### src/rtl/div_pkg.sv
// -----------------------------------------------------------------------------
// div_pkg
// Shared constants and the FSM state type for the iterative divider (iter_div).
// The 67-bit es_to_div_bus and 33-bit div_to_es_bus widths live in define.vh,
// next to the pipeline that packs them. They are not repeated here.
// -----------------------------------------------------------------------------
package div_pkg;

  localparam int XLEN      = 32;  // operand / result width
  localparam int CNT_W     = 5;   // log2(XLEN), iteration counter width
  localparam int DIV_ITERS = 32;  // one quotient bit per BUSY cycle

  typedef enum logic [1:0] {
    IDLE = 2'd0,
    BUSY = 2'd1,
    FIX  = 2'd2,
    DONE = 2'd3
  } div_state_e;

endpackage

### src/rtl/div_sign_fix.sv
// -----------------------------------------------------------------------------
// div_sign_fix
// Combinational back end of the divider. It applies the operand signs to the
// unsigned quotient and remainder magnitudes, forces the divide-by-zero
// quotient, and selects quotient or remainder.
//
// Ports
//   quo_mag_i  in  XLEN  unsigned quotient magnitude
//   rem_mag_i  in  XLEN  unsigned remainder magnitude
//   neg_quo_i  in  1     operand signs differ (signed ops only)
//   neg_rem_i  in  1     dividend is negative (signed ops only)
//   div_zero_i in  1     divisor is zero
//   use_mod_i  in  1     1 = remainder, 0 = quotient
//   result_o   out XLEN  selected, sign-corrected result
// -----------------------------------------------------------------------------
module div_sign_fix #(
  parameter int XLEN = 32
) (
  input  logic [XLEN-1:0] quo_mag_i,
  input  logic [XLEN-1:0] rem_mag_i,
  input  logic            neg_quo_i,
  input  logic            neg_rem_i,
  input  logic            div_zero_i,
  input  logic            use_mod_i,
  output logic [XLEN-1:0] result_o
);

  logic [XLEN-1:0] quo;
  logic [XLEN-1:0] rem;

  // NOTE: every variable written in an always_comb block gets a value on every
  // path. The plain assignments below cover this, so no latch is inferred.
  always_comb begin
    quo = neg_quo_i ? (~quo_mag_i + 1'b1) : quo_mag_i;
    rem = neg_rem_i ? (~rem_mag_i + 1'b1) : rem_mag_i;
    // With a zero divisor every trial subtraction succeeds. The magnitude then
    // shifts through untouched, so the remainder is |src1| and the dividend's
    // own sign turns it back into src1. Only the quotient needs an override.
    if (div_zero_i) begin
      quo = '1;
    end
    result_o = use_mod_i ? rem : quo;
  end

endmodule

### src/rtl/iter_div.sv
// -----------------------------------------------------------------------------
// iter_div
// Iterative radix-2 restoring divider for DIV.W / DIV.WU / MOD.W / MOD.WU.
// It produces one quotient bit per cycle:
//   cycle 0 IDLE (request captured), cycles 1-32 BUSY, cycle 33 FIX,
//   and div_ok rises at cycle 34.
// Dropping div_en before DONE aborts the divide without changing the result.
//
// Build option: define DIV_EARLY_OUT_EN to finish at cycle 1 when the divisor
// is nonzero and |dividend| < |divisor|. The quotient is then 0 and the
// remainder is src1.
//
// Ports
//   clk         in  1     clock
//   reset       in  1     synchronous, active-high reset
//   div_en      in  1     divide request, held until the result is retired
//   use_mod     in  1     1 = remainder, 0 = quotient
//   is_unsigned in  1     1 = unsigned, 0 = signed
//   src1        in  XLEN  dividend
//   src2        in  XLEN  divisor
//   div_ack     in  1     execute stage retires the result
//   div_result  out XLEN  quotient or remainder, held in DONE
//   div_ok      out 1     result valid, or no divide requested
// -----------------------------------------------------------------------------
module iter_div #(
  parameter int XLEN  = div_pkg::XLEN,
  parameter int CNT_W = div_pkg::CNT_W
) (
  input  logic            clk,
  input  logic            reset,
  input  logic            div_en,
  input  logic            use_mod,
  input  logic            is_unsigned,
  input  logic [XLEN-1:0] src1,
  input  logic [XLEN-1:0] src2,
  input  logic            div_ack,
  output logic [XLEN-1:0] div_result,
  output logic            div_ok
);

  import div_pkg::*;

  localparam logic [CNT_W-1:0] LAST_ITER = CNT_W'(XLEN - 1);

  div_state_e      state_q;
  logic [CNT_W-1:0] cnt_q;
  logic [XLEN-1:0] rem_q;      // partial remainder, always < divisor
  logic [XLEN-1:0] quo_q;      // dividend bits shift out, quotient bits shift in
  logic [XLEN-1:0] dvs_q;      // divisor magnitude
  logic            neg_quo_q;
  logic            neg_rem_q;
  logic            use_mod_q;
  logic [XLEN-1:0] result_q;

  // Sign and magnitude of the live operands. These are only used in IDLE.
  logic            src1_neg;
  logic            src2_neg;
  logic [XLEN-1:0] src1_mag;
  logic [XLEN-1:0] src2_mag;

  always_comb begin
    src1_neg = ~is_unsigned & src1[XLEN-1];
    src2_neg = ~is_unsigned & src2[XLEN-1];
    src1_mag = src1_neg ? (~src1 + 1'b1) : src1;
    src2_mag = src2_neg ? (~src2 + 1'b1) : src2;
  end

  // One restoring step. The XLEN+1-bit trial subtraction shows its sign in
  // the top bit. A clear top bit means the divisor fit, so the quotient bit is 1.
  logic [XLEN:0]   shifted;
  logic [XLEN:0]   trial;
  logic [XLEN-1:0] rem_d;
  logic [XLEN-1:0] quo_d;

  always_comb begin
    shifted = {rem_q, quo_q[XLEN-1]};
    trial   = shifted - {1'b0, dvs_q};
    rem_d   = trial[XLEN] ? shifted[XLEN-1:0] : trial[XLEN-1:0];
    quo_d   = {quo_q[XLEN-2:0], ~trial[XLEN]};
  end

  // Inputs to the sign-fix stage. The registered datapath drives them in FIX.
  // With early-out built in, the live operands drive them while in IDLE.
  logic [XLEN-1:0] fix_quo_mag;
  logic [XLEN-1:0] fix_rem_mag;
  logic            fix_neg_quo;
  logic            fix_neg_rem;
  logic            fix_zero;
  logic            fix_mod;
  logic [XLEN-1:0] fix_result;

`ifdef DIV_EARLY_OUT_EN
  logic early_out;
  assign early_out = div_en && (src2_mag != '0) && (src1_mag < src2_mag);
`endif

  always_comb begin
    fix_quo_mag = quo_q;
    fix_rem_mag = rem_q;
    fix_neg_quo = neg_quo_q;
    fix_neg_rem = neg_rem_q;
    fix_zero    = (dvs_q == '0);
    fix_mod     = use_mod_q;
`ifdef DIV_EARLY_OUT_EN
    if (state_q == IDLE) begin
      fix_quo_mag = '0;
      fix_rem_mag = src1_mag;
      fix_neg_quo = 1'b0;
      fix_neg_rem = src1_neg;
      fix_zero    = 1'b0;
      fix_mod     = use_mod;
    end
`endif
  end

  div_sign_fix #(
    .XLEN (XLEN)
  ) u_sign_fix (
    .quo_mag_i  (fix_quo_mag),
    .rem_mag_i  (fix_rem_mag),
    .neg_quo_i  (fix_neg_quo),
    .neg_rem_i  (fix_neg_rem),
    .div_zero_i (fix_zero),
    .use_mod_i  (fix_mod),
    .result_o   (fix_result)
  );

  // NOTE: sequential state is assigned only with non-blocking (<=) assignments.
  // Every register reads its pre-edge value, whatever the statement order.
  always_ff @(posedge clk) begin
    if (reset) begin
      // NOTE: the datapath registers are cleared by reset too. This makes the
      // first result after reset independent of whatever was in them before.
      state_q   <= IDLE;
      cnt_q     <= '0;
      rem_q     <= '0;
      quo_q     <= '0;
      dvs_q     <= '0;
      neg_quo_q <= 1'b0;
      neg_rem_q <= 1'b0;
      use_mod_q <= 1'b0;
      result_q  <= '0;
    end else begin
      case (state_q)
        IDLE: begin
          if (div_en) begin
            use_mod_q <= use_mod;
            neg_quo_q <= src1_neg ^ src2_neg;
            neg_rem_q <= src1_neg;
            rem_q     <= '0;
            quo_q     <= src1_mag;
            dvs_q     <= src2_mag;
            cnt_q     <= '0;
`ifdef DIV_EARLY_OUT_EN
            if (early_out) begin
              result_q <= fix_result;
              state_q  <= DONE;
            end else begin
              state_q  <= BUSY;
            end
`else
            state_q   <= BUSY;
`endif
          end
        end
        BUSY: begin
          if (!div_en) begin
            state_q <= IDLE;
          end else begin
            rem_q <= rem_d;
            quo_q <= quo_d;
            cnt_q <= cnt_q + 1'b1;
            if (cnt_q == LAST_ITER) begin
              state_q <= FIX;
            end
          end
        end
        FIX: begin
          if (!div_en) begin
            state_q <= IDLE;
          end else begin
            result_q <= fix_result;
            state_q  <= DONE;
          end
        end
        DONE: begin
          // Leave DONE only on retire or withdrawal. This ensures a request
          // that stays high cannot start a second divide.
          if (div_ack || !div_en) begin
            state_q <= IDLE;
          end
        end
        default: state_q <= IDLE;
      endcase
    end
  end

  assign div_result = result_q;
  // Combinational, so a non-divide instruction never waits on this unit.
  assign div_ok     = ~div_en | (state_q == DONE);

endmodule

### config.mk
export PLATFORM = sky130hd
export DESIGN_NAME = iter_div
export DESIGN_NICKNAME = d
export VERILOG_FILES = /design/src/rtl/div_pkg.sv /design/src/rtl/div_sign_fix.sv /design/src/rtl/iter_div.sv
export SDC_FILE = /design/constraint.sdc
export NUM_CORES = 1
export LEC_CHECK = 0
export ABC_AREA = 1
export CAP_MARGIN = 20
export CORE_MARGIN = 10
export CORE_UTILIZATION = 30
export CTS_BUF_LIST = sky130_fd_sc_hd__clkbuf_4
export CTS_CLUSTER_SIZE = 25
export DETAILED_ROUTE_END_ITERATION = 10
export PLACE_DENSITY = 0.56
export SLEW_MARGIN = 20
export SYNTH_ARGS = -nofsm -noshare
export SYNTH_HDL_FRONTEND = slang
export SYNTH_SLANG_ARGS = --single-unit
### constraint.sdc
create_clock -name clk -period 3.3 [get_ports clk]
set_clock_uncertainty 0.15 [all_clocks]
set_input_delay 0.33 -clock clk [delete_from_list [all_inputs] [get_ports clk]]
set_output_delay 0.33 -clock clk [all_outputs]
set_load 0.01 [all_outputs]
==> results.txt, run 1 <==
CP Capture Type = register
Slew Viols, Final = 0
Critical path depth = 14
Final Util = 0.3514
Final Setup Violations = 0
Critical path class = reg2reg
CP Buf/Inv Count = 0
Syn Nets = 2280
Fmax = 0.3548 GHz
Distinct cells, synth = 46
Max cap viols = 0
Period utilization = 0.8542
Status = finished, final reports clean
GR Util All Layers = 0.1821
Most common cell on crit path = nand2_1
Seq cells post-synth = 138
Max Root-Sink Buffers = 2
Area grow syn2layout = 15.04%
Core ar. = 0.04001 mm²
Via count = 13800
Relative slew margins = 0.2977
I/O Buffers = 102
Ports = 103
Largest net degree at the start of global routing = 88
Worst-path cell chain = ha_1, nand2_1, nand2_1, nand2_1, nand2_1, a21oi_1, nand2_2, nand2_4, nand2_4, nand2_4, nand2_4, nand2_1, nand3_1, a21oi_1
Worst Setup Slack, final = 0.4812 ns
Worst-skew pair later-pin latency = 0.59 ns
Fin nets = 2348
Routed WL per cell = 16.70 µm
Die ar. = 0.04921 mm²
Synthesis Warnings = 0
FP Rows = 73
Clock Sinks = 138
Post-Syn Instances = 2171
CP required = 3.68 ns
Initial antenna violation count = 1
First-pass GRT wire length = 72760 µm
DRC viols = 0
Synth Flop Type = dfxtp_1
Initial Util = 0.3055
Pre-antenna DRT Iters = 5
Post-CTS Resized = 0
Avg Inst Size Synth = 5.629 µm²
Post-synth EDFFs = 0
Critical Path Max Stage Delay = 0.56 ns
Main combinational cell family by area after synthesis = simple AND/OR/NAND/NOR gates
Vias/cell = 4.968
DRT Wirelength = 46400 µm
Post-Synth XOR/XNOR Area = 0.04157
P_leak = 6.632 nW
Post-synthesis mux area share = 0
Synth Area in Adders = 0.04054
Die Ht = 221.8 µm
Compound-Gate Fraction of Synth Area = 0.1658
Final worst path period need = 2.819 ns
Synthesized-area fraction occupied by and/or/nand/nor cells = 0.4032
Hold Crit Class = in2reg
Worst slack at placement = 0.5728 ns
Worst Hold Depth = 3
Die Width = 221.8 µm
Crit Path Max Fanout = 22
GR Overflow Total = 0
DR iter-0 viols = 968
Dpl hpwl = 37600 µm
Clock root buffer = clkbuf_4
Fillers = 4627
Final hold slack = 0.2162 ns
Placer Congestion = 0.9608
Actual slew at the worst max-slew pin = 1.052 ns
CTS tree = built
Asr flop ratio synth = 0
PD cells = 377.6 mW/mm²
RSZ-0062 raised after global routing = no
Critical Path Slowest Stage Cell = dfxtp_1
Arr. time, crit path = 3.20 ns
Top delay family on crit path = simple AND/OR/NAND/NOR gates
Number of global-route vias before repair = 13070
R2r worst-path depth = 14
Layout cells sized above 1 = 0.04707
Hold Violations, Final = 0
Mapped cell area = 0.01222 mm²
CTS clk-pin slew, worst paths = 0.14 ns
CTS H-tree depth = 4
Worst Setup Start Kind = register
Num CTS Buffers = 17
Power consumption = 5.308 mW
VDD IR max = 227.8 µV
Part of the Yosys area used for sequential elements = 0.2261
ANT nets after route = 0
Multi-input logic area = 0.007965 mm²
Setup TNS = 0 ns
Flip-flop and latch area = 0.002763 mm²
[cell families after synthesis]
logic type | Yosys count
adders and majority gates | 39
xor gates and xnor gates | 58
buffers and inverters | 392
AOI/OAI and AO/OA | 384
DFF | 138
and+or+nand+nor | 1160
[layout by cell type (no fill, tap or decap), types with 18 or more instances in the layout]
cell type / synthesis / routed
nand4_1: 31 / 31
nor2_1: 209 / 208
dfxtp_1: 138 / 138
buf_4: 1 / 23
nand2_1: 626 / 626
clkdlybuf4s50_1: 0 / 101
ha_1: 38 / 38
o21ai_0: 133 / 133
a21oi_1: 199 / 199
inv_1: 295 / 295
xor2_1: 35 / 35
nor3_1: 29 / 29
xnor2_1: 23 / 23
inv_2: 19 / 19
nand3_1: 212 / 212
clkbuf_4: 0 / 18
[repair_timing]
action                    CTS  global route
setup buffers               0             0
hold buffers                1             0
hold endpoints to repair    7             0
[where the power goes]
| part | total [mW] | internal (mW) | switching (mW) | leakage, nW |
|---|---|---|---|---|
| clock network | 1.10 | 0.384 | 0.716 | 0.137 |
| logic | 2.25 | 0.736 | 1.52 | 5.37 |
| registers | 1.96 | 1.81 | 0.146 | 1.13 |
| total | 5.31 | 2.93 | 2.38 | 6.63 |
[stage by stage]
stage               area (µm²)  instances
global route             14060       2778
global placement         13790       2744
finish                   14060       2778
floorplan                12220       2171
CTS                      14060       2777
detailed placement       13790       2744
[per-layer routing]
metal	GRT usage	routed length, µm	vias up
met5	0	0	-
met4	0.05073	852	0
met3	0.02267	2072	35
met2	0.2948	21230	319
met1	0.2476	22240	6315
li1	-	-	7131
[final cells by class]
class,instances,share of cell area
clock buffers,18,0.009612
clock inverters,14,0.008811
flip-flops and latches,138,0.1965
diodes,1,0.0001780
inverters,314,0.08384
well taps,525,0.04672
multi-input cells,1641,0.5666
repair buffers,127,0.08775
[synth_stat cells (2+ instances only)]
master	n	area [µm²]
and2_1	3	18.77
a21oi_1	199	996.0
o21bai_1	5	37.54
buf_2	15	75.07
nor2_1	209	784.5
nand3_2	2	20.02
dfxtp_1	138	2763
o22ai_1	3	18.77
nor2_4	2	22.52
or2_2	6	37.54
inv_1	295	1107
nor3_2	2	20.02
a211oi_1	2	15.01
xnor2_1	23	201.4
nor4_1	6	37.54
ha_1	38	475.5
or2_0	2	12.51
a21oi_2	2	17.52
nand3b_1	12	90.09
nand2_4	4	45.04
a31oi_1	11	68.82
o211ai_1	13	97.59
clkbuf_1	58	217.7
o21ai_1	7	35.03
nand4_1	31	193.9
buf_1	3	11.26
o221ai_1	3	26.28
xor2_1	35	306.5
nand2_1	626	2350
nand3_1	212	1061
inv_2	19	71.32
o21ai_0	133	665.6
nor2_2	5	31.28
nor3_1	29	145.1
nand2_2	7	43.79
[sequential cells by signal, summed over array words and instances (netlist names)]
register     cells
div_result      32
dvs_q           32
fix_quo_mag     32
fix_rem_mag     32
cnt_q            5
state_q          2
fix_mod          1
fix_neg_quo      1
fix_neg_rem      1
[path summary, 6_finish.rpt]
kind	from	end	slack, ns
setup / recovery	fix_rem_mag[8]	fix_rem_mag[31]	0.48
hold / removal	src2[0]	dvs_q[0]	0.22
setup reg to reg	fix_rem_mag[8]	fix_rem_mag[31]	0.48
hold reg to reg	div_result[4]	div_result[4]	0.32
[tightest hold or removal path, delay by kind of cell]
family / cells / cell delay, ns
AO/OA/AOI/OAI: 1 / 0.09
buffers and inverters: 2 / 0.50
Note: power is estimated with default switching activity, not from simulation.
==> run 2: changes to the inputs <==
SKIP_CTS_REPAIR_TIMING = 1   (was unset)
==> run 2 against run 1 <==
Against the previous run:
- combinational power barely moved
- clock-buffer cell count did not move
- largest power group unchanged
- non-clock buffer count did not move
- sequential power barely moved
- power barely moved
- routed wire length barely moved
- final area did not move
- sequential share of layout area did not move
==> results.txt, run 2 (same netlist as run 1, synthesis figures left out) <==
Max Root-Sink Buffers = 2 (unchanged)
Hold Crit Class = in2reg (unchanged)
GR Util All Layers = 0.1821 (about the same)
Arr. time, crit path = 3.18 ns (was 3.20 ns)
Highest Signal Layer = met4 (unchanged)
Die Width = 221.8 µm (unchanged)
DRT Wirelength = 46440 µm (was 46400 µm)
PD cells = 377.7 mW/mm² (was 377.6 mW/mm²)
Reg2reg end = fix_rem_mag[31] (unchanged)
Final worst path period need = 2.792 ns (was 2.819 ns)
Via count = 13810 (was 13800)
RSZ-0062 raised after global routing = no (unchanged)
Routed WL per cell = 16.72 µm (was 16.70 µm)
Worst Setup Start Kind = register (unchanged)
Met2 WL post-DR = 21230 µm (unchanged)
Worst R2R Start = fix_rem_mag[8] (unchanged)
Dpl hpwl = 37600 µm (unchanged)
Top delay family on crit path = simple AND/OR/NAND/NOR gates (unchanged)
CTS H-tree depth = 4 (unchanged)
Worst Hold End = dvs_q[0] (unchanged)
Actual slew at the worst max-slew pin = 1.042 ns (was 1.052 ns)
P_leak = 6.632 nW (unchanged)
FF-to-FF setup slack = 0.51 ns (was 0.48 ns)
Critical path class = reg2reg (unchanged)
Clock root buffer = clkbuf_4 (unchanged)
HP Start = src2[0] (unchanged)
ANT nets after route = 0 (unchanged)
DRC viols = 0 (unchanged)
Placer Congestion = 0.9608 (unchanged)
Layout cells sized above 1 = 0.04707 (unchanged)
Critical Path Slowest Stage Cell = dfxtp_1 (unchanged)
Crit Path Max Fanout = 22 (unchanged)
Initial antenna violation count = 1 (unchanged)
Vias/cell = 4.973 (was 4.968)
Pre-antenna DRT Iters = 5 (unchanged)
I/O Buffers = 102 (unchanged)
Final Setup Violations = 0 (unchanged)
First-pass GRT wire length = 72770 µm (was 72760 µm)
Core ar. = 0.04001 mm² (unchanged)
Max cap viols = 0 (unchanged)
Num CTS Buffers = 17 (unchanged)
Most common cell on crit path = nand2_1 (unchanged)
DR iter-0 viols = 1006 (was 968)
Hold Violations, Final = 0 (unchanged)
Most frequent cells in the layout = 626 x nand2_1, 295 x inv_1, 212 x nand3_1, 208 x nor2_1, 199 x a21oi_1 (unchanged)
Clock Sinks = 138 (unchanged)
CP required = 3.68 ns (about the same)
GR Overflow Total = 0 (unchanged)
Fin nets = 2348 (unchanged)
CP Buf/Inv Count = 0 (unchanged)
Slew Viols, Final = 0 (unchanged)
FP Rows = 73 (unchanged)
M1 wire length = 22110 µm (was 22240 µm)
Ports = 103 (unchanged)
Final hold slack = 0.2122 ns (was 0.2162 ns)
Worst Hold Depth = 3 (unchanged)
Worst-path cell chain = ha_1, nand2_1, nand2_1, nand2_1, nand2_1, a21oi_1, nand2_2, nand2_4, nand2_4, nand2_4, nand2_4, nand2_1, nand3_1, a21oi_1 (unchanged)
Worst-skew pair later-pin latency = 0.60 ns (was 0.59 ns)
Met3 WL = 2208 µm (was 2072 µm)
R2r worst-path depth = 14 (unchanged)
Largest net degree at the start of global routing = 88 (unchanged)
Critical Path Max Stage Delay = 0.54 ns (was 0.56 ns)
Status = finished, final reports clean (unchanged)
Period utilization = 0.8460 (was 0.8542)
CP Capture Type = register (unchanged)
Die Ht = 221.8 µm (unchanged)
Number of global-route vias before repair = 13070 (about the same)
Critical path launch point = fix_rem_mag[8] (unchanged)
Initial Util = 0.3055 (unchanged)
Commonest non-fill, non-tap cell in the layout = nand2_1 (unchanged)
Die ar. = 0.04921 mm² (unchanged)
VDD IR max = 228.0 µV (was 227.8 µV)
Setup TNS = 0 ns (unchanged)
Relative slew margins = 0.3046 (was 0.2977)
CTS clk-pin slew, worst paths = 0.14 ns (about the same)
Fmax = 0.3582 GHz (was 0.3548 GHz)
CTS tree = built (unchanged)
Area grow syn2layout = 15.04% (unchanged)
run 2: cell counts in the layout (fill, tap and decap cells not counted):
Identical to the previous run, type by type.
run 2: final cells by class:
cell class / count / area, µm²
antenna: 1 / 2.502
tap: 525 / 656.9
fill: 4627 / 25950
multi-input combinational: 1641 / 7965
timing repair buffer: 127 / 1234
sequential: 138 / 2763
clock buffer: 18 / 135.1
clock inverter: 14 / 123.9
inverter: 314 / 1179
run 2: how the worst max path moves through the flow:
stage	endpoint	slack, ns	depth (start not counted)
after floorplan	fix_rem_mag[14]	1.02	18
after CTS	fix_rem_mag[31]	0.55	14
after detailed placement	fix_rem_mag[31]	0.57	14
after global routing	fix_rem_mag[25]	0.27	15
final	fix_rem_mag[31]	0.51	14
after global placement	fix_rem_mag[31]	0.63	14
run 2: layer usage:
| metal | GRT usage | vias up |
|---|---|---|
| met5 | 0 | - |
| met4 | 0.05073 | 0 |
| met3 | 0.02267 | 40 |
| met2 | 0.2948 | 353 |
| met1 | 0.2477 | 6289 |
| li1 | - | 7132 |
run 2: stage by stage:
step | cell area [µm²] | setup WS (ns) | total power, mW | util | cells
after detailed placement | 13790 | 0.5728 | 4.219 | 0.3446 | 2744
after global routing | 14060 | 0.2745 | 5.703 | 0.3514 | 2778
after floorplan | 12220 | 1.015 | 3.427 | - | 2171
after CTS | 14050 | 0.5498 | 5.326 | 0.3511 | 2776
final | 14060 | 0.5080 | 5.310 | 0.3514 | 2778
after global placement | 13790 | 0.6349 | 4.221 | 0.3446 | 2744
run 2: tightest hold or removal path, delay by kind of cell:
kind / cells / cell delay (ns)
compound gates: 1 / 0.09
buf+inv: 2 / 0.50
run 2: where the power goes:
group	leakage (nW)	internal, mW	switching (mW)
logic	5.37	0.736	1.52
registers	1.13	1.81	0.146
clock network	0.137	0.384	0.716
